File: src/rtl/pdp8_pkg.sv
// Shared PDP-8 definitions: data path widths, memory-reference opcodes,
// the memory sequencer state encoding and the auto-index window.
`ifndef ADDR_WIDTH
`define ADDR_WIDTH 12
`endif
`ifndef DATA_WIDTH
`define DATA_WIDTH 12
`endif

package pdp8_pkg;

  typedef enum logic [2:0] {
    OP_AND = 3'd0,
    OP_TAD = 3'd1,
    OP_ISZ = 3'd2,
    OP_DCA = 3'd3,
    OP_JMS = 3'd4,
    OP_JMP = 3'd5
  } mem_op_t;

  typedef enum logic [2:0] {
    S_IDLE     = 3'd0,
    S_IND_RD   = 3'd1,
    S_IND_WAIT = 3'd2,
    S_AUTO_WR  = 3'd3,
    S_OP_RD    = 3'd4,
    S_OP_WAIT  = 3'd5,
    S_OP_WR    = 3'd6,
    S_DONE     = 3'd7
  } mseq_state_t;

  localparam logic [11:0] AUTOIDX_LO = 12'o0010;
  localparam logic [11:0] AUTOIDX_HI = 12'o0017;

  // First state once the effective address is final: reads for operand
  // fetches, straight to the write for stores, nothing at all for JMP.
  function automatic mseq_state_t direct_next(input mem_op_t op);
    case (op)
      OP_AND, OP_TAD, OP_ISZ: direct_next = S_OP_RD;
      OP_DCA, OP_JMS:         direct_next = S_OP_WR;
      default:                direct_next = S_DONE;
    endcase
  endfunction

endpackage

File: src/rtl/exec_mem_sequencer.sv
// EXEC-side memory sequencer: turns one memory-reference instruction into
// its ordered read/write transactions (indirect, auto-index, ISZ RMW) and
// returns operand, final target address and skip flag.
module exec_mem_sequencer #(
  parameter int                    ADDR_WIDTH = `ADDR_WIDTH,
  parameter int                    DATA_WIDTH = `DATA_WIDTH,
  parameter logic [ADDR_WIDTH-1:0] AUTOIDX_LO = pdp8_pkg::AUTOIDX_LO,
  parameter logic [ADDR_WIDTH-1:0] AUTOIDX_HI = pdp8_pkg::AUTOIDX_HI
) (
  input  logic                  clk,
  input  logic                  reset,
  input  logic                  start,
  input  logic [2:0]            opcode,
  input  logic [ADDR_WIDTH-1:0] ea_in,
  input  logic                  indirect,
  input  logic [DATA_WIDTH-1:0] ac_in,
  input  logic [ADDR_WIDTH-1:0] pc_ret,
  output logic                  busy,
  output logic                  done,
  output logic [DATA_WIDTH-1:0] operand,
  output logic [ADDR_WIDTH-1:0] target_addr,
  output logic                  skip,
  output logic                  exec_rd_req,
  output logic [ADDR_WIDTH-1:0] exec_rd_addr,
  input  logic [DATA_WIDTH-1:0] exec_rd_data,
  output logic                  exec_wr_req,
  output logic [ADDR_WIDTH-1:0] exec_wr_addr,
  output logic [DATA_WIDTH-1:0] exec_wr_data
);
  import pdp8_pkg::*;

  mseq_state_t           r_state, w_next;
  mem_op_t               r_op;
  logic [ADDR_WIDTH-1:0] r_ea;        // current effective address
  logic [ADDR_WIDTH-1:0] r_ptr_addr;  // auto-index pointer location
  logic [DATA_WIDTH-1:0] r_auto;      // incremented pointer to write back
  logic [DATA_WIDTH-1:0] r_data;      // operand read (ISZ: already incremented)
  logic [DATA_WIDTH-1:0] r_ac;
  logic [ADDR_WIDTH-1:0] r_pc;
  logic [DATA_WIDTH-1:0] r_operand;   // held results between done pulses
  logic [ADDR_WIDTH-1:0] r_target;
  logic                  r_skip;

  logic [DATA_WIDTH-1:0] w_rd_inc;
  logic [ADDR_WIDTH-1:0] w_tgt;
  logic                  w_autoidx;
  logic                  w_has_opnd;
  logic                  w_skip;

  assign w_rd_inc   = exec_rd_data + DATA_WIDTH'(1);
  assign w_autoidx  = (r_ea >= AUTOIDX_LO) && (r_ea <= AUTOIDX_HI);
  assign w_has_opnd = (r_op == OP_AND) || (r_op == OP_TAD) || (r_op == OP_ISZ);
  assign w_tgt      = (r_op == OP_JMS) ? (r_ea + ADDR_WIDTH'(1)) : r_ea;
  assign w_skip     = (r_op == OP_ISZ) && (r_data == '0);

  // Results are live in DONE and then held by the r_ copies.
  assign operand     = (r_state == S_DONE && w_has_opnd) ? r_data : r_operand;
  assign target_addr = (r_state == S_DONE) ? w_tgt  : r_target;
  assign skip        = (r_state == S_DONE) ? w_skip : r_skip;
  assign busy        = (r_state != S_IDLE);

  // State register
  always_ff @(posedge clk) begin
    if (reset) r_state <= S_IDLE;
    else       r_state <= w_next;
  end

  // Next state and Moore request decode (registered state/address/data only)
  always_comb begin
    w_next       = r_state;
    done         = 1'b0;
    exec_rd_req  = 1'b0;
    exec_rd_addr = '0;
    exec_wr_req  = 1'b0;
    exec_wr_addr = '0;
    exec_wr_data = '0;
    case (r_state)
      S_IDLE: begin
        if (start) w_next = indirect ? S_IND_RD : direct_next(mem_op_t'(opcode));
      end
      S_IND_RD: begin
        exec_rd_req  = 1'b1;
        exec_rd_addr = r_ea;
        w_next       = S_IND_WAIT;
      end
      S_IND_WAIT: w_next = w_autoidx ? S_AUTO_WR : direct_next(r_op);
      S_AUTO_WR: begin
        exec_wr_req  = 1'b1;
        exec_wr_addr = r_ptr_addr;
        exec_wr_data = r_auto;
        w_next       = direct_next(r_op);
      end
      S_OP_RD: begin
        exec_rd_req  = 1'b1;
        exec_rd_addr = r_ea;
        w_next       = S_OP_WAIT;
      end
      S_OP_WAIT: w_next = (r_op == OP_ISZ) ? S_OP_WR : S_DONE;
      S_OP_WR: begin
        exec_wr_req  = 1'b1;
        exec_wr_addr = r_ea;
        case (r_op)
          OP_ISZ:  exec_wr_data = r_data;
          OP_JMS:  exec_wr_data = DATA_WIDTH'(r_pc);
          default: exec_wr_data = r_ac;
        endcase
        w_next = S_DONE;
      end
      S_DONE: begin
        done   = 1'b1;
        w_next = S_IDLE;
      end
      default: w_next = S_IDLE;
    endcase
  end

  // Datapath: latch the request, follow pointers, capture read data, hold results
  always_ff @(posedge clk) begin
    if (reset) begin
      r_op       <= OP_AND;
      r_ea       <= '0;
      r_ptr_addr <= '0;
      r_auto     <= '0;
      r_data     <= '0;
      r_ac       <= '0;
      r_pc       <= '0;
      r_operand  <= '0;
      r_target   <= '0;
      r_skip     <= 1'b0;
    end else begin
      case (r_state)
        S_IDLE: begin
          if (start) begin
            r_op   <= mem_op_t'(opcode);
            r_ea   <= ea_in;
            r_ac   <= ac_in;
            r_pc   <= pc_ret;
            r_skip <= 1'b0;
          end
        end
        S_IND_WAIT: begin
          r_ptr_addr <= r_ea;
          if (w_autoidx) begin
            r_auto <= w_rd_inc;
            r_ea   <= ADDR_WIDTH'(w_rd_inc);
          end else begin
            r_ea   <= ADDR_WIDTH'(exec_rd_data);
          end
        end
        S_OP_WAIT: r_data <= (r_op == OP_ISZ) ? w_rd_inc : exec_rd_data;
        S_DONE: begin
          if (w_has_opnd) r_operand <= r_data;
          r_target <= w_tgt;
          r_skip   <= w_skip;
        end
        default: ;
      endcase
    end
  end

endmodule

File: config.mk
export PLATFORM = sky130hd
export DESIGN_NAME = exec_mem_sequencer
export DESIGN_NICKNAME = d
export VERILOG_FILES = /design/src/rtl/pdp8_pkg.sv /design/src/rtl/exec_mem_sequencer.sv
export SDC_FILE = /design/constraint.sdc
export NUM_CORES = 1
export LEC_CHECK = 0
export ABC_AREA = 0
export BUFFER_PORTS_ARGS = -buffer_cell sky130_fd_sc_hd__clkbuf_2
export CAP_MARGIN = 20
export CORE_ASPECT_RATIO = 1.2
export CORE_MARGIN = 3
export CORE_UTILIZATION = 46
export CTS_CLUSTER_SIZE = 20
export DETAILED_ROUTE_END_ITERATION = 16
export PLACE_DENSITY = 0.7
export SLEW_MARGIN = 20
export SYNTH_ARGS = -nofsm -noshare
export SYNTH_HDL_FRONTEND = slang
export SYNTH_SLANG_ARGS = --single-unit
File: constraint.sdc
create_clock -name clk -period 3.45 [get_ports clk]
set_clock_uncertainty 0.2 [all_clocks]
set_input_delay 0.1725 -clock clk [delete_from_list [all_inputs] [get_ports clk]]
set_output_delay 0.1725 -clock clk [all_outputs]
set_load 0.02 [all_outputs]
Word-level counts from Yosys, hierarchy flattened
Cells that the tools add are included.
{"block": "word_totals", "regBits": 103, "in_bits": 55, "out_inout_bits": 65}
{"block": "classes", "addsub": 2, "magnitude_cmp": 2, "eq_ne": 16, "n_mux": 24, "reduce_logical": 23}
{"operator": "one-hot mux 12 bit (2 select lines)", "count": 4}
{"operator": "2-to-1 mux 12 bit", "count": 7}
{"operator": "adder 12 x 1 -> 12 bit, second input constant", "count": 2}
{"operator": "one-hot mux 3 bit (8 select lines)", "count": 1}
{"operator": "equality test 3 x 2 -> 1 bit, second input constant", "count": 6}
{"operator": "equality test 3 bit, second input constant", "count": 6}
{"operator": "greater-or-equal comparator 12 x 4 -> 1 bit, second input constant", "count": 1}
{"operator": "less-or-equal comparator 12 x 4 -> 1 bit, second input constant", "count": 1}
{"operator": "logical NOT 12 bit", "count": 1}
{"operator": "AND reduction 2 bit", "count": 5}
{"operator": "equality test 3 x 1 -> 1 bit, second input constant", "count": 3}
{"operator": "logical NOT 3 bit", "count": 3}
{"operator": "2-to-1 mux 3 bit", "count": 3}
{"operator": "one-hot mux 2 bit (2 select lines)", "count": 2}
{"operator": "OR reduction 2 bit", "count": 4}
{"operator": "2-to-1 mux 1 bit", "count": 6}
{"operator": "OR reduction 3 bit", "count": 2}
{"operator": "nonzero test 2 bit", "count": 2}
{"operator": "logical AND 1 bit", "count": 3}
{"operator": "nonzero test 3 bit", "count": 1}
{"operator": "logical OR 1 bit", "count": 2}
{"operator": "!= test 2 bit, second input constant", "count": 1}
{"operator": "one-hot mux 1 bit (2 select lines)", "count": 1}

Logic depth before layout (Yosys ltp)
Gate-level depths: netlist of run 1.
{"block": "depth", "ltp_word": 6, "depth_mapped": 7, "depth_no_buf": 5}

Least setup slack after synthesis of run 1
No wires, ideal clock.
{"block": "synth_timing", "kind": "flip-flop to output port", "start": "register r_op[2]", "end": "output port target_addr[11]", "t_arrival_ps": 1761, "setup_slack_ps": 1317, "path_stages_with_launch": 6, "path_buffers": 1, "cell_sequence": "dfxtp_1 -> nor3b_1 -> buf_2 -> nand2_1 -> or3_1 -> a31oi_1"}
{"block": "synth_between", "elab_chain_len": 3}
{"element": "start: declaration", "line": "exec_mem_sequencer.sv:33", "text": "mem_op_t r_op;"}
{"element": "start signal: assignment", "line": "exec_mem_sequencer.sv:134", "text": "r_op <= mem_op_t'(opcode);"}
{"element": "equality test 3 bit", "line": "exec_mem_sequencer.sv:53", "text": "assign w_tgt = (r_op == OP_JMS) ? (r_ea + ADDR_WIDTH'(1)) : r_ea;"}
{"element": "2-to-1 mux 12 bit", "line": "exec_mem_sequencer.sv:53"}
{"element": "2-to-1 mux 12 bit"}
{"element": "end: declaration", "line": "exec_mem_sequencer.sv:21", "text": "output logic [ADDR_WIDTH-1:0] target_addr,"}
Every way passes these cells.

Worst setup path after layout of run 1
{"block": "layout_timing", "start": "register r_op[2]", "end": "output port exec_wr_data[0]"}
{"block": "layout_between", "elab_chain_len": 3, "word_cells_on_any_way": 4, "cone_classes": "eq/ne: 2; mux: 2"}
{"element": "equality test 3 bit / equality test 3 x 2 -> 1 bit (equally long branches)", "line": "exec_mem_sequencer.sv:102", "text": "case (r_op)"}
{"element": "one-hot mux 12 bit (2 select lines) *", "line": "exec_mem_sequencer.sv:102"}
{"element": "one-hot mux 12 bit (2 select lines) *", "line": "exec_mem_sequencer.sv:77", "text": "case (r_state)"}
{"element": "end: declaration", "line": "exec_mem_sequencer.sv:28", "text": "output logic [DATA_WIDTH-1:0] exec_wr_data"}
Every way passes the cells marked *; elsewhere a longest branch is shown, timed or not.

==> impl_metrics.tcl, run 1 <==
set metrics [dict create \
    period_needed_ps 2790 \
    gr-total-overflow 0 \
    synth-seq-cells 103 \
    hp-start "ea_in[10]" \
    seq_power_share_pct 42.1 \
    worstSetupPathDepth 6 \
    finalSetupViolCount 0 \
    synthFlopType "dfxtp_1" \
    finalHoldViolations 0 \
    drt_pass1_iterations 5 \
    worstPathRequired_ps 3080 \
    synth_top_area_share_pct 38.5 \
    hpwl_mm 11.2 \
    ant_nets 0 \
    grt_max_degree 70 \
    nFillCells 1033 \
    initial_core_util_pct 47.8 \
    drive_gt1_share_pct 21.7 \
    p_per_area_nw_per_um2 603 \
    vias_per_cell 5.64 \
    final.period_utilization_pct 80.9 \
    drcViolationCount 0 \
    hold-worst-slack_ps 9.24 \
    slew_headroom_pct 36.5 \
    insertedDiodeCount 0 \
    cp_cell_sequence "nor3b_2, buf_4, a22o_1, a21oi_1, o21ai_0, clkbuf_2" \
    whs_path_depth 3 \
    ys_seq_area_share_pct 38.5 \
    nNetsFinal 847 \
    setup_tns_ps 0 \
    synth_edf_count 0 \
    cts_inserted_buffers 9 \
    cts.path.max_buffers 2 \
    ir_drop_mv 0.370 \
    die_y_um 124 \
    core-area_um2 11200 \
    synth_top_family_by_area "simple AND/OR/NAND/NOR gates" \
    htreeDepth 3 \
    p_int_w 0.00241 \
    yosys-mux-area-fraction_pct 2.71 \
    synth_xor_area_share_pct 5.89 \
    ys_top_cells_by_area "dfxtp_1 (39%), nand2_1 (8.0%), a21oi_1 (6.5%)" \
    grt_pass1_wl_mm 25.0 \
    max_stage_delay_ps 580 \
    synth_fa_ha_area_share_pct 0.702 \
    synth.distinct_cells 49 \
    swShare_pct 39.8 \
    pwr-share-comb_pct 32.4 \
    synthArstFlopShare_pct 0 \
    min_path_type "input port to register" \
    clk_latency_ps 350 \
    vias 5350 \
    fmaxAchievable_mhz 358 \
    dieArea_um2 13000 \
    grt_pass1_vias 5015 \
    rows 42 \
    clkTransAtPathRegs_ps 70 \
    start_kind "register" \
    io_pins 120 \
    post_cts_buffers 0 \
    drv_cap 0 \
    synth_common_cells "nand2_1 (114), dfxtp_1 (103), a21oi_1 (69)" \
    p_sw_w 0.00159 \
    yosysWarnings 0 \
    rrSetupSlack_ps 940 \
    r2r_start "r_state[1]" \
    syn-num-nets 730 \
    avgSynthCellArea_um2 7.96 \
    cts_tree "built" \
    worstSetupPathType "register to primary output" \
    rsz0062_at_grt "no" \
    clock-root-buffer "clkbuf_16" \
    gp_congestion 0.913 \
    leakagePower_nw 2.55 \
    final_cells 948 \
    syn2layout_area_growth_pct 24.1 \
    cp-end-kind "primary output" \
    worst_pin_slew_ps 952 \
    antenna_found_initial 0 \
    cp-startpoint "r_op[2]" \
    slew_violations 0 \
    track_usage_pct 24.0 \
    dieWidth_um 104 \
    synth_compound_area_share_pct 22.5 \
    critical-path-top-delay-family "simple AND/OR/NAND/NOR gates" \
    wl_per_cell_um 16.5 \
    drt-initial-drc-count 314 \
    path_max_fanout 14 \
    synth_simple_gate_area_share_pct 24.4 \
    syn_inst 672 \
    slowest_stage "nor3b_2" \
    crit_arrival_ps 2420 \
    cts_sinks 103 \
    critPathBufInv 2 \
    drt_wl_total_mm 15.7 \
    status "complete, no violations" \
    yosysMostFrequentCell "nand2_1" \
    port_buffers 119 \
    rr_worst_depth 5 \
    p_clk_share_pct 25.4 \
    syn_area_um2 5350 \
    placed_cells 893 \
    synth_top_area_cell "dfxtp_1" \
]
## per-stage QoR
stage	utilization (%)	area (µm²)	setup WS (ps)	total power (W)
6_report	59.3	6640	658	0.00400
5_1_grt	59.3	6640	419	0.00423
3_5_place_dp	53.2	5950	981	0.00296
4_1_cts	59.3	6640	695	0.00401
3_3_place_gp	53.2	5950	1070	0.00291
2_1_floorplan	-	5350	1320	0.00258
## final cells by class
type	count	area, µm²	share of cell area, %
Clock inverter	7	72.6	1.09
Clock buffer	9	225	3.39
Multi-Input combinational cell	501	3010	45.3
Timing Repair Buffer	167	1050	15.9
Sequential cell	103	2060	31.0
Inverter	7	26.3	0.396
Tap cell	154	193	2.90
## final timing paths
check	endpoint
hold / removal	r_ea[10]
hold reg to reg	r_pc[5]
setup reg to reg	r_auto[11]
setup / recovery	exec_wr_data[0]
## tightest hold or removal path: cells and delay by family
family / cells / cell delay [ps]
AOI/OAI and AO/OA: 2 / 240
buffers and inverters: 1 / 90
## flip-flops by register name, summed over array words and instances (netlist names)
signal and flops:
r_operand 12, r_state 3, r_data 12, r_ea 12, r_auto 12, r_target 12, r_ptr_addr 12, r_pc 12
r_op 3, r_ac 12, r_skip 1
## cell usage in the layout, fill, tap and decap left out, types with 3 or more instances in the layout
cell type and count:
nand2_1 114, buf_4 9, a211oi_1 25, o21ai_0 29, nor3_1 14, nand2b_1 4, and4_1 5, and2_1 15
clkbuf_16 9, ha_1 3, mux2_2 12, dlygate4sd3_1 39, inv_1 5, o221ai_1 10, clkbuf_2 119, a211oi_2 8
or3_1 8, dfxtp_1 103, and3_1 15, nor4_1 8, nand4_1 10, nor2_1 45, nand3_1 15, xnor2_1 21
xor2_1 15, a22o_1 23, a31oi_1 9, a21oi_1 69
## metal layers
layer / up-vias / track usage, % / routed length [µm]
met5: - / 0 / 0
met4: 0 / 8.65 / 301
met3: 29 / 4.51 / 929
met2: 189 / 43.9 / 7820
met1: 2518 / 28.1 / 6640
li1: 2614 / - / -
## what timing repair did
item | in CTS | in global routing
hold buffers | 39 | 0
resized for setup | 0 | 0
hold endpoints to repair | 44 | 0
## cell families (layout without fill, tap and decap cells)
| kind of cell | after synthesis | count (layout) |
|---|---|---|
| flops | 103 | 103 |
| compound gates | 182 | 182 |
| xor+xnor | 36 | 36 |
| fa+ha+maj | 3 | 3 |
| buf+inv | 68 | 190 |
| mux | 13 | 13 |
| simple gates | 267 | 267 |
## power by group through the flow
| stage | Sequential (W) | Clock [W] | Combinational (W) |
|---|---|---|---|
| 4_1_cts | 0.00168 | 0.00104 | 0.00129 |
| 3_3_place_gp | 0.00169 | 0 | 0.00122 |
| 3_5_place_dp | 0.00170 | 0 | 0.00125 |
| 5_1_grt | 0.00171 | 0.00108 | 0.00144 |
| 6_report | 0.00169 | 0.00102 | 0.00130 |
| 2_1_floorplan | 0.00150 | 0 | 0.00109 |
Power figures use the tool's default switching activity.
==> run 2: changes to the inputs <==
--- a/config.mk
+++ b/config.mk
@@ -13,7 +13,7 @@
 export CORE_UTILIZATION = 46
 export CTS_CLUSTER_SIZE = 20
 export DETAILED_ROUTE_END_ITERATION = 16
-export PLACE_DENSITY = 0.7
+export PLACE_DENSITY = 0.72
 export SLEW_MARGIN = 20
 export SYNTH_ARGS = -nofsm -noshare
 export SYNTH_HDL_FRONTEND = slang
==> constraint.sdc (replaced) <==
create_clock -name clk -period 2.3 [get_ports clk]
set_clock_uncertainty 0.2 [all_clocks]
set_input_delay 0.115 -clock clk [delete_from_list [all_inputs] [get_ports clk]]
set_output_delay 0.115 -clock clk [all_outputs]
set_load 0.02 [all_outputs]
==> run 2 against run 1 <==
Wire length is 7.9% higher. Sequential power up 46%. Clock power up 63%. Critical path depth increased by 1. Die area stayed put. Combinational power up 80%. Final cell count rose by 3.9%. Hold slack better by 38 ps. Setup slack got worse by 630 ps. Largest cell class unchanged.
==> impl_metrics.tcl, run 2 (synthesis results as in run 1) <==
set metrics [dict create \
    whs_path_depth 3 \
    r2r-end "r_ea[9]" \
    setup_tns_ps 0 \
    final_core_util_pct 63.5 \
    path_max_fanout 25 \
    drive_gt1_share_pct 26.1 \
    final.period_utilization_pct 98.6 \
    slew_violations 0 \
    crit_arrival_ps 2330 \
    max_stage_delay_ps 590 \
    critPathBufInv 3 \
    drv_cap 0 \
    track_usage_pct 25.7 \
    holdPathEnd "r_state[1]" \
    rsz0062_at_grt "yes" \
    dieWidth_um 104 \
    r2r_start "r_state[1]" \
    rrSetupSlack_ps 30 \
    status "complete, no violations" \
    critical-path-top-delay-family "buffers and inverters" \
    final_cell_mix "clkbuf_2 (113), nand2_1 (112), dfxtp_1 (92)" \
    vias_per_cell 5.64 \
    grt_max_degree 53 \
    power_w 0.00647 \
    hold-worst-slack_ps 47.1 \
    port_buffers 119 \
    cts_tree "built" \
    rows 42 \
    htreeDepth 3 \
    cp_cell_sequence "buf_4, nand2b_1, nor2_2, buf_6, o21ai_0, dlygate4sd3_1, o32ai_1" \
    worst_pin_slew_ps 596 \
    hpwl_mm 11.6 \
    cts_sinks 103 \
    gp_congestion 0.876 \
    ant_nets 0 \
    nNetsFinal 884 \
    min_path_type "input port to register" \
    cts_inserted_buffers 9 \
    cp-startpoint "r_state[1]" \
    drt_pass1_iterations 5 \
    rr_worst_depth 7 \
    vias 5555 \
    finalSetupViolCount 0 \
    dieArea_um2 13000 \
    worstSetupPathDepth 7 \
    p_per_area_nw_per_um2 909 \
    ir_drop_mv 0.490 \
    antenna_found_initial 0 \
    gr-total-overflow 0 \
    slew_headroom_pct 60.3 \
    leakagePower_nw 2.78 \
    worstSetupPathType "register to register" \
    clkTransAtPathRegs_ps 70 \
    fmaxAchievable_mhz 441 \
    io_pins 120 \
    worstPathRequired_ps 2360 \
    clk_latency_ps 350 \
    hp-start "start" \
    syn2layout_area_growth_pct 33.0 \
    finalHoldViolations 0 \
    insertedDiodeCount 0 \
    cp-end-kind "register" \
    core-area_um2 11200 \
    period_needed_ps 2270 \
    die_y_um 124 \
    grt_pass1_wl_mm 26.8 \
    drcViolationCount 0 \
    clock-root-buffer "clkbuf_16" \
    start_kind "register" \
    slowest_stage "dlygate4sd3_1" \
    final_common_cell "clkbuf_2" \
    grt_pass1_vias 5258 \
    initial_core_util_pct 47.8 \
    wl_per_cell_um 17.2 \
    drt_wl_total_mm 16.9 \
    cts.path.max_buffers 2 \
    drt-initial-drc-count 423 \
]
[run 2: cell types whose count changed in the layout (fill, tap and decap cells not counted), sizes merged]
| cell | previous run | this run |
|---|---|---|
| buf | 9 | 39 |
| clkbuf | 128 | 126 |
| clkinv | 5 | 3 |
| clkinvlp | 2 | 0 |
| dlygate4sd3 | 39 | 51 |
| nor2 | 45 | 46 |
[run 2: metal layers]
| layer | GRT usage, % | wire length [µm] | share of wire [%] |
|---|---|---|---|
| met5 | 0 | 0 | 0 |
| met4 | 9.48 | 355 | 2.1 |
| met3 | 4.56 | 1170 | 6.9 |
| met2 | 46.6 | 8620 | 51 |
| met1 | 30.5 | 6770 | 40 |
[run 2: cell type report]
| class | count | area [µm²] |
|---|---|---|
| clock buffer | 13 | 280 |
| clock inverter | 3 | 47.5 |
| fill | 952 | 4080 |
| inverter | 7 | 26.3 |
| multi-input combinational | 502 | 3080 |
| sequential | 103 | 2080 |
| tap | 154 | 193 |
| timing repair buffer | 203 | 1400 |
[run 2: worst register-to-register path, stage by stage, from the launching register on]
cell	delay [ps]
dfxtp_1	330
buf_4	180
nand2b_1	140
nor2_2	190
buf_6	240
o21ai_0	90
dlygate4sd3_1	590
o32ai_1	230
[run 2: worst max path at each step]
stage                 endpoint  slack, ps
3_5_place_dp   exec_wr_data[9]         60
2_1_floorplan  target_addr[11]        220
5_1_grt                r_ea[9]       -110
6_report               r_ea[9]         30
3_3_place_gp   exec_wr_data[5]        170
4_1_cts        exec_wr_data[2]       -0.3
[run 2: stage by stage]
step                      instance area [µm²]  setup WS (ps)  std cells
after floorplan                          5350            224        672
after global placement                   6100            174        911
after detailed placement                 6100           61.9        911
after CTS                                7000         -0.281        980
after global routing                     7110           -111        985
final                                    7110           31.6        985
[run 2: what timing repair did]
item	4_1_cts	5_1_grt
buffers inserted	2	5
cloned	0	1
hold buffers	51	0
gates resized for setup	17	31
endpoints found under the setup margin	17	34
pin swaps	0	6
hold endpoints to repair	48	0
[run 2: report_power, final]
part / leakage [nW] / total [W] / internal [W] / switching [W]
combinational: 1.78 / 0.00234 / 0.000904 / 0.00144
sequential: 0.842 / 0.00246 / 0.00208 / 0.000379
clock: 0.162 / 0.00166 / 0.000970 / 0.000693
